===== config.mk =====
export PLATFORM = sky130hd
export DESIGN_NAME = matrix_reader
export DESIGN_NICKNAME = d
export VERILOG_FILES = /design/src/rtl/matrix_pkg.sv /design/src/rtl/matrix_index_counter.sv /design/src/rtl/matrix_reader.sv
export SDC_FILE = /design/constraint.sdc
export NUM_CORES = 1
export LEC_CHECK = 0
export BUFFER_PORTS_ARGS = -buffer_cell sky130_fd_sc_hd__buf_4
export CORE_MARGIN = 2
export CORE_UTILIZATION = 47
export CTS_CLUSTER_SIZE = 12
export DETAILED_ROUTE_END_ITERATION = 7
export PLACE_DENSITY = 0.79
export REMOVE_ABC_BUFFERS = 1
export SYNTH_ARGS = -nofsm -noshare
export SYNTH_HDL_FRONTEND = slang
export SYNTH_SLANG_ARGS = --single-unit

===== constraint.sdc =====
create_clock -name clk -period 1.96 [get_ports clk]
set_input_delay 0.098 -clock clk [delete_from_list [all_inputs] [get_ports clk]]
set_output_delay 0.098 -clock clk [all_outputs]
set_load 0.01 [all_outputs]

===== src/rtl/matrix_pkg.sv =====
// Shared definitions for the matrix multiplier load/store blocks.
package matrix_pkg;

  typedef enum logic [1:0] {
    S_IDLE  = 2'b00,
    S_READ  = 2'b01,
    S_WRITE = 2'b10,
    S_DONE  = 2'b11
  } state_t;

  localparam int unsigned WORD_W = 32;
  localparam int unsigned DEF_N  = 8;

endpackage


===== src/rtl/matrix_index_counter.sv =====
// Nested (mat, outer, inner) wrap counter producing element coordinates for an N x N stream.
module matrix_index_counter
  import matrix_pkg::*;
#(
  parameter int unsigned N         = DEF_N,
  parameter int unsigned IDX_W     = 5,
  parameter int unsigned NUM_MAT   = 2,
  parameter int unsigned COL_MAJOR = 0
) (
  input  logic             clk,
  input  logic             rst,
  input  logic             inc,
  input  logic             clr,
  output logic [IDX_W-1:0] i,
  output logic [IDX_W-1:0] j,
  output logic             mat,
  output logic             last
);

  localparam logic [IDX_W-1:0] IdxMax  = IDX_W'(N - 1);
  localparam logic             MatLast = 1'(NUM_MAT - 1);

  logic [IDX_W-1:0] inner_q, outer_q;
  logic             mat_q;
  logic             inner_wrap, outer_wrap;

  assign inner_wrap = (inner_q == IdxMax);
  assign outer_wrap = (outer_q == IdxMax);

  always_ff @(posedge clk) begin
    if (rst || clr) begin
      inner_q <= '0;
      outer_q <= '0;
      mat_q   <= 1'b0;
    end else if (inc) begin
      if (!inner_wrap) begin
        inner_q <= inner_q + 1'b1;
      end else begin
        inner_q <= '0;
        if (!outer_wrap) begin
          outer_q <= outer_q + 1'b1;
        end else begin
          outer_q <= '0;
          // Wrapping past the final matrix returns to 0 so the next load starts clean.
          mat_q   <= (mat_q == MatLast) ? 1'b0 : mat_q + 1'b1;
        end
      end
    end
  end

  assign i    = (COL_MAJOR != 0) ? inner_q : outer_q;
  assign j    = (COL_MAJOR != 0) ? outer_q : inner_q;
  assign mat  = mat_q;
  assign last = (mat_q == MatLast) && inner_wrap && outer_wrap;

endmodule


===== src/rtl/matrix_reader.sv =====
// Word-serial operand loader: forwards NUM_MAT*N*N words with (mat, i, j) over stb/ack.
module matrix_reader
  import matrix_pkg::*;
#(
  parameter int unsigned N         = DEF_N,
  parameter int unsigned IDX_W     = 5,
  parameter int unsigned WIDTH     = WORD_W,
  parameter int unsigned NUM_MAT   = 2,
  parameter int unsigned COL_MAJOR = 0
) (
  input  logic             clk,
  input  logic             rst,
  input  logic             start,
  input  logic [WIDTH-1:0] in_data,
  input  logic             in_stb,
  output logic             in_ack,
  output logic [WIDTH-1:0] out_value,
  output logic [IDX_W-1:0] out_i,
  output logic [IDX_W-1:0] out_j,
  output logic             out_mat,
  output logic             out_stb,
  input  logic             out_ack,
  output logic             busy,
  output logic             done
);

  state_t           state_q, state_d;
  logic             in_ack_q, in_ack_d;
  logic             out_stb_q, out_stb_d;
  logic [WIDTH-1:0] value_q, value_d;
  logic             busy_q, busy_d;
  logic             done_q, done_d;
  logic             cnt_inc, cnt_clr, cnt_last;

  matrix_index_counter #(
    .N         (N),
    .IDX_W     (IDX_W),
    .NUM_MAT   (NUM_MAT),
    .COL_MAJOR (COL_MAJOR)
  ) u_index (
    .clk  (clk),
    .rst  (rst),
    .inc  (cnt_inc),
    .clr  (cnt_clr),
    .i    (out_i),
    .j    (out_j),
    .mat  (out_mat),
    .last (cnt_last)
  );

  always_ff @(posedge clk) begin
    if (rst) begin
      state_q   <= S_IDLE;
      in_ack_q  <= 1'b0;
      out_stb_q <= 1'b0;
      value_q   <= '0;
      busy_q    <= 1'b0;
      done_q    <= 1'b0;
    end else begin
      state_q   <= state_d;
      in_ack_q  <= in_ack_d;
      out_stb_q <= out_stb_d;
      value_q   <= value_d;
      busy_q    <= busy_d;
      done_q    <= done_d;
    end
  end

  always_comb begin
    state_d   = state_q;
    in_ack_d  = in_ack_q;
    out_stb_d = out_stb_q;
    value_d   = value_q;
    busy_d    = busy_q;
    done_d    = done_q;
    cnt_inc   = 1'b0;
    cnt_clr   = 1'b0;
    unique case (state_q)
      S_IDLE: begin
        if (start) begin
          state_d  = S_READ;
          in_ack_d = 1'b1;
          busy_d   = 1'b1;
          done_d   = 1'b0;
          cnt_clr  = 1'b1;
        end
      end
      S_READ: begin
        if (in_stb && in_ack_q) begin
          value_d   = in_data;
          in_ack_d  = 1'b0;
          out_stb_d = 1'b1;
          state_d   = S_WRITE;
        end
      end
      S_WRITE: begin
        // Coordinates advance only after the store accepts, so out_* hold during a stall.
        if (out_stb_q && out_ack) begin
          out_stb_d = 1'b0;
          cnt_inc   = 1'b1;
          if (cnt_last) begin
            state_d = S_DONE;
          end else begin
            state_d  = S_READ;
            in_ack_d = 1'b1;
          end
        end
      end
      S_DONE: begin
        done_d  = 1'b1;
        busy_d  = 1'b0;
        state_d = S_IDLE;
      end
    endcase
  end

  assign in_ack    = in_ack_q;
  assign out_stb   = out_stb_q;
  assign out_value = value_q;
  assign busy      = busy_q;
  assign done      = done_q;

endmodule


Word-level counts from Yosys, hierarchy flattened:

Index checks and enable logic that the tools add are counted.

* $add $sub $neg: 3
* equal/unequal tests: 9
* mux-type cells: 23
* reduce and logical (&&, ||, !) cells: 16

Operator list (count)
* 2-to-1 mux 1 bit: 12
* adder 5 x 1 -> 5 bit, second input constant: 2
* equality test 5 x 3 -> 1 bit, second input constant: 2
* 2-to-1 mux 5 bit: 2
* AND reduction 3 bit: 3
* 2-to-1 mux 2 bit: 4
* inequality test 2 bit, second input constant: 4
* one-hot mux 2 bit (4 select lines): 1
* one-hot mux 1 bit (2 select lines): 3
* AND reduction 2 bit: 3
* AND reduction 5 bit: 1
* equality test 2 bit, second input constant: 2
* logical AND 1 bit: 4
* nonzero test 2 bit: 2
* one-hot mux 1 bit (3 select lines): 1
* nonzero test 3 bit: 1
* equality test 2 x 1 -> 1 bit, second input constant: 1
* zero test 2 bit: 1
* adder 1 bit, second input constant: 1
* logical OR 1 bit: 1

* bits in registers: 49
* input bits: 37
* output and inout port bits: 47
* word-level logic and storage cells: 60

Depth between registers and ports, before layout:

Gate-level depths: netlist of the first run.

* word-level depth: 6
* gate-level depth with buffers: 5

By module:

Synthesis of the first run repeated with hierarchy kept, for this count alone.

* cell total of the unflattened synthesis: 236
* area total of the unflattened synthesis: 2040.7 um^2

By module, submodules not included
* matrix_reader: instances 1, cells each 172, area each 1482.7 um^2
* matrix_index_counter: instances 1, cells each 64, area each 558.0 um^2

Least setup slack after synthesis of the first run:

No wires, ideal clock.

* kind: register to register
* from: register u_index.inner_q[0] (netlist: u_index.j[0])
* to: register u_index.mat_q (netlist: u_index.mat)
* arrival time: 1.493 ns
* data required time: 1.894 ns
* slack: 0.401 ns
* cell stages (with the launch flop): 6
* cells stage by stage: dfxtp_1 -> ha_1 -> nand4bb_1 -> buf_2 -> or4_4 -> a21oi_2

* cells in the longest elaborated chain, start to end: 2

Ends and longest elaborated chain
* start, declared: line matrix_index_counter.sv:23 `logic [IDX_W-1:0] inner_q, outer_q;`
* start signal, assigned: line matrix_index_counter.sv:37 `inner_q <= inner_q + 1'b1;`
* equality test 5 x 3 -> 1 bit: line matrix_index_counter.sv:27 `assign inner_wrap = (inner_q == IdxMax);`
* AND reduction 3 bit (no source line)
* end signal, assigned: line matrix_index_counter.sv:45 `mat_q <= (mat_q == MatLast) ? 1'b0 : mat_q + 1'b1;`
* end, declared: line matrix_index_counter.sv:24 `logic mat_q;`

Every way passes these cells.
A chain may end at the register's enable or synchronous reset.

Worst setup path after layout of the first run:

Ends and elaborated chain as after synthesis.

==> results of run 1 <==
metrics by stage:
| stage | instance area [um2] | hold WS (ns) | setup WS (ns) |
|---|---|---|---|
| 2_1_floorplan | 1873 | 0.1671 | 0.3055 |
| 3_3_place_gp | 2581 | 0.3436 | 0.3686 |
| 3_5_place_dp | 2581 | 0.3523 | 0.3245 |
| 4_1_cts | 2685 | 0.02696 | 0.3092 |
| 5_1_grt | 2685 | 0.02059 | 0.1477 |
| 6_report | 2685 | 0.03702 | 0.2889 |
flip-flops by register name (all words and copies together) (netlist names):
name	cells
out_value	32
u_index.i	5
u_index.j	5
state_q	2
busy	1
done	1
in_ack	1
out_stb	1
u_index.mat	1
worst reg2reg max path: cells and delay by family (launching register included):
family | cells | cell delay [ns]
flip-flops | 1 | 0.40
AND/OR/NAND/NOR | 1 | 0.27
AO/OA/AOI/OAI | 2 | 0.40
buffers and inverters | 1 | 0.26
adder cells (fa/ha/maj) | 1 | 0.23
report_power, final:
group          internal [mW]  total, mW  switching (mW)  leakage [nW]
Clock                  0.371      0.684           0.313        0.0540
Sequential              1.02       1.05          0.0261         0.396
Combinational          0.103      0.192          0.0883         0.676
placed cells by master, fill, tap and decap left out, types with 3 or more instances in the layout:
cell and instances:
o31ai_1 3, a21oi_1 44, clkbuf_8 5, nand3_1 7, o21ai_0 5, or4_1 3
inv_1 4, nand4b_1 3, buf_4 86, nand2_1 68, nor2_1 3, dfxtp_1 49
or3_1 3
synth_stat cells, drive strengths merged:
cell type,count
buf,8
o21ai,5
or4,4
a21o,1
inv,4
or3,3
o311ai,1
ha,2
or3b,1
and4bb,1
and4b,2
nand4b,4
a311oi,1
nand4bb,2
nand3,7
o311a,1
o41ai,1
nor2b,2
mux2i,1
nand3b,1
o31ai,3
a21oi,45
dfxtp,49
nand2,69
a211oi,1
nor2,3
a311o,1
clkbuf,8
nor3,2
layer usage:
metal | vias up | global-route usage [%] | share of wire (%)
met5 | - | 0 | 0
met4 | 0 | 11.25 | 1.9
met3 | 8 | 4.276 | 5.7
met2 | 44 | 33.65 | 52
met1 | 840 | 24.47 | 40
li1 | 955 | - | -
area by class of cell:
cell class | instances | share of cell area, %
clock buffers | 5 | 2.563
inverters | 4 | 0.5592
multi-input cells | 164 | 32.67
repair buffers | 86 | 24.04
flip-flops and latches | 49 | 36.53
clock inverters | 2 | 1.305
well taps | 50 | 2.330
logic make-up (layout without fill, tap and decap cells):
kind of cell | count (synthesis) | in the layout | synth area share [%]
AOI/OAI and AO/OA | 60 | 60 | 17.30
adders and majority gates | 2 | 2 | 1.281
buffers and inverters | 20 | 97 | 4.869
DFF | 49 | 49 | 50.22
muxes | 1 | 1 | 0.5125
and+or+nand+nor | 101 | 101 | 25.82
how the worst min path moves through the flow:
stage	from	end	depth (start not counted)
3_3_place_gp	in_data[7]	out_value[7]$_SDFFE_PP0P_	3
3_5_place_dp	in_data[18]	out_value[18]$_SDFFE_PP0P_	3
4_1_cts	in_data[25]	out_value[25]$_SDFFE_PP0P_	3
5_1_grt	in_data[1]	out_value[1]$_SDFFE_PP0P_	3
2_1_floorplan	rst	busy$_SDFFE_PP0P_	1
6_report	in_data[25]	out_value[25]$_SDFFE_PP0P_	3
==> impl_metrics.ini, run 1 <==
[sta]
worst_slew_pin_slew_ns = 0.4216
slew_viol_final = 0
finalHoldViolCount = 0
finClkSkew_ns = 0.006179
period_needed_ns = 1.671
rsz0062_at_grt = no
tns_ns = 0
fmax_ghz = 0.5984
timing.slew.headroom_pct = 71.71
final.period_utilization_pct = 85.26
finalSetupViolCount = 0

[run_status]
status = finished, final reports clean

[setup_path]
crit_start = u_index.j[0]$_SDFFE_PP0P_
ff2ff_setup_slack_ns = 0.29
worstRegToRegCells = 5
worstPathArrival_ns = 1.85
path_cells = ha_1 -> nand4bb_1 -> buf_4 -> o31ai_1 -> a21oi_2
crit_buf_inv = 1
worstPathMaxFanout = 7
end_kind = register
cp_slowest_cell = dfxtp_1
critPathCapture = u_index.mat$_SDFFE_PP0P_
r2r-end = u_index.mat$_SDFFE_PP0P_
cp-start-kind = register
required_ns = 2.14
max_stage_delay_ns = 0.40
path_depth = 5
path_delay_family = flip-flops
r2r-start = u_index.j[0]$_SDFFE_PP0P_
critPathKind = register to register

[die]
die_y_um = 68.47
coreArea_um2 = 4000
initial_core_util_pct = 48.83
die_w_um = 68.47
pin_count = 84
num_rows = 23
dieArea_um2 = 4687

[placement]
dp_hpwl_mm = 3.321
port_buffers = 83
gp_congestion = 0.7814
place_inst = 353

[clocking]
cts_hold_buf = 0
h-tree-depth = 2
cts_resized = 0
postCtsSetupBuffers = 0
cts_num_sinks = 49
cts_tree = done
clk_path_buf_depth = 2
cts_made_buffers = 5
path_clk_slew_ns = 0.08
cts-root-buf = clkbuf_8
clk_latency_ns = 0.30

[min_path]
hold_class = input port to register

[grt]
grt_pass1_vias = 1578
grt_max_degree = 38
grt_pass1_wl_mm = 7.065
grtUsageTotal_pct = 20.38
antenna_found_initial = 0
grt-ovfl-total = 0

[power_and_ir_drop]
power_density_nw_per_um2 = 716.1
vdd_ir_drop_max_v = 0.0004490
leakagePower_nw = 1.127
p_total_mw = 1.923

[synth]
synth.cell_area_um2 = 1953
yosysWarnings = 0
ys_ff_latch = 49
synthDominantCellAreaShare_pct = 50.22
yosysTopAreaCell = dfxtp_1
syn_area_per_cell_um2 = 8.383
synth_cells = 233
ys_seq_area_share_pct = 50.22
yosysUniqueCellTypes = 34
synth_area_leaders = dfxtp_1 50%, nand2_1 13%, a21oi_1 11%

[drt]
vias = 1847
drt-initial-drc-count = 96
wl_per_cell_um = 13.11
drcViolationCount = 0
first_pass_iters = 4
ant_nets = 0
post_drt_via_cell_ratio = 5.131
wirelength_mm = 4.720

[layout]
diodes = 0
ff_latch_area_um2 = 980.9
areaGrowthSynthToFinish_pct = 37.48
stdcell_count = 360
nFillCells = 352
utilization_pct = 67.13
multi_input_area_um2 = 877.1
layout-drive-gt1-share_pct = 31.61
nNetsFinal = 349

[run]
drv_cap = 0
Note: power is estimated with default switching activity, not from simulation.
==> inputs of run 2 (changes only) <==
==> constraint.sdc (replaced) <==
create_clock -name clk -period 1.96 [get_ports clk]
set_input_delay 0.294 -clock clk [delete_from_list [all_inputs] [get_ports clk]]
set_output_delay 0.294 -clock clk [all_outputs]
set_load 0.01 [all_outputs]
==> run 2 against run 1 <==
  * Power down 3.8%
  * Critical endpoint is now u_index.j[3]$_SDFFE_PP0P_
  * Critical path depth down 2
  * Via count up 2.8%
  * Maximum frequency down 0.65%
  * Final cell count up 0.28%
  * Register-to-register slack about the same
  * Design area down 0.37%
  * Clock power down 11%
  * Critical path type unchanged
  * Clock-buffer cell count unchanged
  * Sequential cell count unchanged
  * Utilization down 0.25 points
  * First-iteration DRC count up 7.3%
==> impl_metrics.ini, run 2 (synthesized netlist as in run 1, its figures left out) <==
[layout]
areaGrowthSynthToFinish_pct = 36.96
layout-drive-gt1-share_pct = 31.83
nNetsFinal = 349
utilization_pct = 66.88
largest_reg_flops = 32
stdcell_count = 361
mostFrequentLayoutCells = 86 x buf_4, 68 x nand2_1, 49 x dfxtp_1
nFillCells = 364
layout_commonest_cell = buf_4
diodes = 0

[drt]
first_pass_iters = 4
drcViolationCount = 0
post_drt_via_cell_ratio = 5.258
ant_nets = 0
wl_per_cell_um = 13.37
wirelength_mm = 4.827
drt-initial-drc-count = 103
vias = 1898

[power_and_ir_drop]
vdd_ir_drop_max_v = 0.0005686
pwr-share-comb_pct = 10.4
switching_power_mw = 0.4680
swShare_pct = 25.29
pwr-share-seq_pct = 56.7
power_density_nw_per_um2 = 691.7
p_clk_share_pct = 32.9
leakagePower_nw = 1.117
internal-power_mw = 1.382

[die]
dieArea_um2 = 4687
initial_core_util_pct = 48.83
pin_count = 84
num_rows = 23
die_y_um = 68.47
die_w_um = 68.47
coreArea_um2 = 4000

[setup_path]
critPathKind = register to register
ff2ff_setup_slack_ns = 0.28
path_cells = nand4b_4 -> or4_1 -> a21oi_1
cp-start-kind = register
worstPathArrival_ns = 1.91
cp_slowest_cell = dfxtp_1
crit_buf_inv = 0
required_ns = 2.19
max_stage_delay_ns = 0.59
end_kind = register
worstPathMaxFanout = 19
path_delay_family = simple AND/OR/NAND/NOR gates

[sta]
timing.slew.headroom_pct = 62.74
finalSetupViolCount = 0
final.period_utilization_pct = 85.82
rsz0062_at_grt = no
fmax_ghz = 0.5945
worst_slew_pin_slew_ns = 0.5551
hold_slack_ns = 0.2145
finClkSkew_ns = 0.01720
slew_viol_final = 0
finalHoldViolCount = 0
period_needed_ns = 1.682
tns_ns = 0

[clocking]
postCtsSetupBuffers = 0
clk_latency_ns = 0.31
cts_num_sinks = 49
cts_made_buffers = 5
cts-root-buf = clkbuf_8
h-tree-depth = 2
cts_resized = 0
cts_hold_buf = 0
clk_path_buf_depth = 2
path_clk_slew_ns = 0.10
cts_tree = done

[grt]
grtUsageTotal_pct = 21.04
grt-ovfl-total = 0
antenna_found_initial = 0
grt_max_degree = 38
grt_pass1_wl_mm = 7.369
grt_pass1_vias = 1677

[run]
drv_cap = 0

[placement]
gp_congestion = 0.8070
dp_hpwl_mm = 3.447
place_inst = 353
port_buffers = 83

[run_status]
status = finished, final reports clean

[min_path]
hold_class = input port to register
## run 2: cell count changes in the layout (fill, tap and decap cells not counted), sizes merged
cell      delta
bufinv       -1
clkinvlp     +1
inv          +1
## run 2: worst paths after layout
path / start / depth (start not counted) / to
worst min-delay path: in_data[18] / 3 / out_value[18]$_SDFFE_PP0P_
worst max-delay path: state_q[1]$_SDFFE_PP0P_ / 3 / u_index.j[3]$_SDFFE_PP0P_
worst min register to register: out_value[21]$_SDFFE_PP0P_ / 2 / out_value[21]$_SDFFE_PP0P_
worst max register to register: state_q[1]$_SDFFE_PP0P_ / 3 / u_index.j[3]$_SDFFE_PP0P_
## run 2: layer usage
metal  global-route usage, %  part of all wire [%]  vias to the layer above
li1                        -                     -                      954
met1                   22.78                    40                      885
met2                   38.46                    52                       51
met3                   4.112                   5.7                        8
met4                   10.50                   2.3                        0
met5                       0                     0                        -
## run 2: layout make-up
type / count / area (um2) / area share, %
Multi-Input combinational cell: 164 / 877.1 / 32.79
Inverter: 4 / 15.01 / 0.5613
Clock inverter: 3 / 25.02 / 0.9355
Sequential cell: 49 / 980.9 / 36.67
Clock buffer: 5 / 68.82 / 2.572
Timing Repair Buffer: 86 / 645.6 / 24.13
Tap cell: 50 / 62.56 / 2.339
## run 2: through the flow
stage	setup slack [ns]	power, mW	instance area, um2
after floorplan	0.3055	1.140	1873
after global placement	0.3551	1.262	2581
after detailed placement	0.3139	1.266	2581
after CTS	0.2895	1.868	2675
after global routing	0.1666	1.929	2675
final	0.2778	1.850	2675
## run 2: tightest hold or removal path, stage by stage
cell     delay (ns)
buf_4          0.11
nand2_1        0.04
a21oi_1        0.05
## run 2: power groups by stage
stage / registers [mW] / clock network, mW / logic [mW]
finish: 1.05 / 0.609 / 0.193
global placement: 1.07 / 0 / 0.192
floorplan: 1.08 / 0 / 0.0623
CTS: 1.05 / 0.625 / 0.195
global route: 1.05 / 0.664 / 0.212
detailed placement: 1.07 / 0 / 0.195
==> inputs of run 3 (changes only) <==
--- a/config.mk
+++ b/config.mk
@@ -11,5 +11,5 @@
 export CTS_CLUSTER_SIZE = 12
 export DETAILED_ROUTE_END_ITERATION = 7
-export PLACE_DENSITY = 0.79
+export PLACE_DENSITY_LB_ADDON = 0.1
 export REMOVE_ABC_BUFFERS = 1
 export SYNTH_ARGS = -nofsm -noshare
==> constraint.sdc (replaced) <==
create_clock -name clk -period 1.96 [get_ports clk]
set_input_delay 0.294 -clock clk [delete_from_list [all_inputs] [get_ports clk]]
set_output_delay 0.294 -clock clk [all_outputs]
set_load 0.1 [all_outputs]
==> run 3 against run 2 <==
  * Hold slack better by 0.015 ns
  * Global-route usage down 1.9 points
  * Sequential power barely moved
  * Maximum frequency rose by 1.7%
  * Non-clock buffer count unchanged
  * Wire length fell by 7.6%
  * First-iteration DRC count grew 3.9%
  * Sequential cell count unchanged
  * Critical endpoint is now u_index.mat$_SDFFE_PP0P_
  * Utilization fell by 0.094 points
  * Sequential share of layout area rose by 0.052 points
  * Setup slack gained 0.029 ns
  * Clock power shrank 2%
==> impl_metrics.ini, run 3 (synthesized netlist as in run 1, its figures left out) <==
[drt]
vias = 1864
wirelength_mm = 4.458
wl_met3_um = 322
first_pass_iters = 5
post_drt_via_cell_ratio = 5.178
wl_met1_mm = 1.826
wl_per_cell_um = 12.38
drt-initial-drc-count = 107
drcViolationCount = 0
ant_nets = 0
wl_met2_mm = 2.234
highest_layer = met4

[sta]
tns_ns = 0
hold_slack_ns = 0.2292
timing.slew.headroom_pct = 71.15
period_needed_ns = 1.653
finalHoldViolCount = 0
finalSetupViolCount = 0
slew_viol_final = 0
fin_ws_ns = 0.3066
fmax_ghz = 0.6048
finClkSkew_ns = 0.004644
worst_slew_pin_slew_ns = 0.4298
final.period_utilization_pct = 84.36
rsz0062_at_grt = no

[clocking]
cts_tree = done
path_clk_slew_ns = 0.09
cts_made_buffers = 5
postCtsSetupBuffers = 0
clk_latency_ns = 0.30
cts-root-buf = clkbuf_8
cts_hold_buf = 0
h-tree-depth = 2
clk_path_buf_depth = 2
cts_num_sinks = 49
cts_resized = 0

[setup_path]
cp_slowest_cell = or4_4
required_ns = 2.20
critPathKind = register to register
r2r-start = u_index.j[0]$_SDFFE_PP0P_
cp-start-kind = register
crit_start = u_index.j[0]$_SDFFE_PP0P_
path_cells = ha_1 -> nand4bb_1 -> or4_4 -> a21oi_2
worstPathMaxFanout = 7
end_kind = register
worstPathArrival_ns = 1.89
max_stage_delay_ns = 0.56

[die]
num_rows = 23
pin_count = 84
coreArea_um2 = 4000
initial_core_util_pct = 48.83
dieArea_um2 = 4687
die_w_um = 68.47
die_y_um = 68.47

[power_and_ir_drop]
swShare_pct = 29.38
switching_power_mw = 0.5844
pwr-share-comb_pct = 17.4
vdd_ir_drop_max_v = 0.0004799
internal-power_mw = 1.405
leakagePower_nw = 1.116
p_clk_share_pct = 30.0
power_density_nw_per_um2 = 744.7
pwr-share-seq_pct = 52.6
p_total_mw = 1.989

[layout]
areaGrowthSynthToFinish_pct = 36.77
mostFrequentLayoutCells = 86 x buf_4, 68 x nand2_1, 49 x dfxtp_1
layout_commonest_cell = buf_4
fin_area_um2 = 2671
nNetsFinal = 349
largest_reg_flops = 32
layout-drive-gt1-share_pct = 31.61
diodes = 0

[grt]
grt_pass1_wl_mm = 6.699
antenna_found_initial = 0
grt-ovfl-total = 0
grt_max_degree = 38
grtUsageTotal_pct = 19.10
grt_pass1_vias = 1527

[placement]
place_area_um2 = 2581
gp_congestion = 0.7821
post-place-ws_ns = 0.3060
dp_hpwl_mm = 3.086
port_buffers = 83

[run]
drv_cap = 0

[min_path]
hold_class = input port to register
min-delay-start = in_data[22]

[run_status]
status = finished, final reports clean
==> run 3: cell types whose count changed in the layout (fill, tap and decap cells not counted) <==
cell      change
clkbuf_8      +1
clkinv_4      -1
inv_6         -1
==> run 3: critical path: cells and delay by family (launching register included) <==
kind / cells / cell delay (ns)
simple gates: 2 / 0.82
flops: 1 / 0.40
fa+ha+maj: 1 / 0.23
compound gates: 1 / 0.14
==> run 3: area by class of cell <==
class	count	area [um2]
clock buffer	6	82.58
clock inverter	1	7.507
fill	370	1329
inverter	4	15.01
multi-input combinational	164	877.1
sequential	49	980.9
tap	50	62.56
timing repair buffer	86	645.6
==> run 3: final timing paths <==
kind	depth (start not counted)	slack (ns)	end
setup / recovery	4	0.31	u_index.mat$_SDFFE_PP0P_
hold reg to reg	2	0.46	out_value[30]$_SDFFE_PP0P_
hold / removal	3	0.23	out_value[22]$_SDFFE_PP0P_
setup reg to reg	4	0.31	u_index.mat$_SDFFE_PP0P_
==> run 3: metal layers <==
| metal | vias up | GRT usage [%] |
|---|---|---|
| met2 | 52 | 30.89 |
| met5 | - | 0 |
| li1 | 954 | - |
| met1 | 851 | 23.57 |
| met4 | 0 | 9.000 |
| met3 | 7 | 4.934 |
==> run 3: power by group through the flow <==
stage	registers, mW	clock network (mW)	logic, mW
detailed placement	1.07	0	0.347
global route	1.05	0.663	0.366
finish	1.05	0.597	0.346
floorplan	1.23	0	0.0632
global placement	1.07	0	0.347
CTS	1.05	0.621	0.348
==> run 3: metrics by stage <==
step	cells	util (%)
after detailed placement	353	64.53
after global routing	360	66.78
after global placement	353	64.53
after CTS	360	66.78
final	360	66.78
after floorplan	217	-
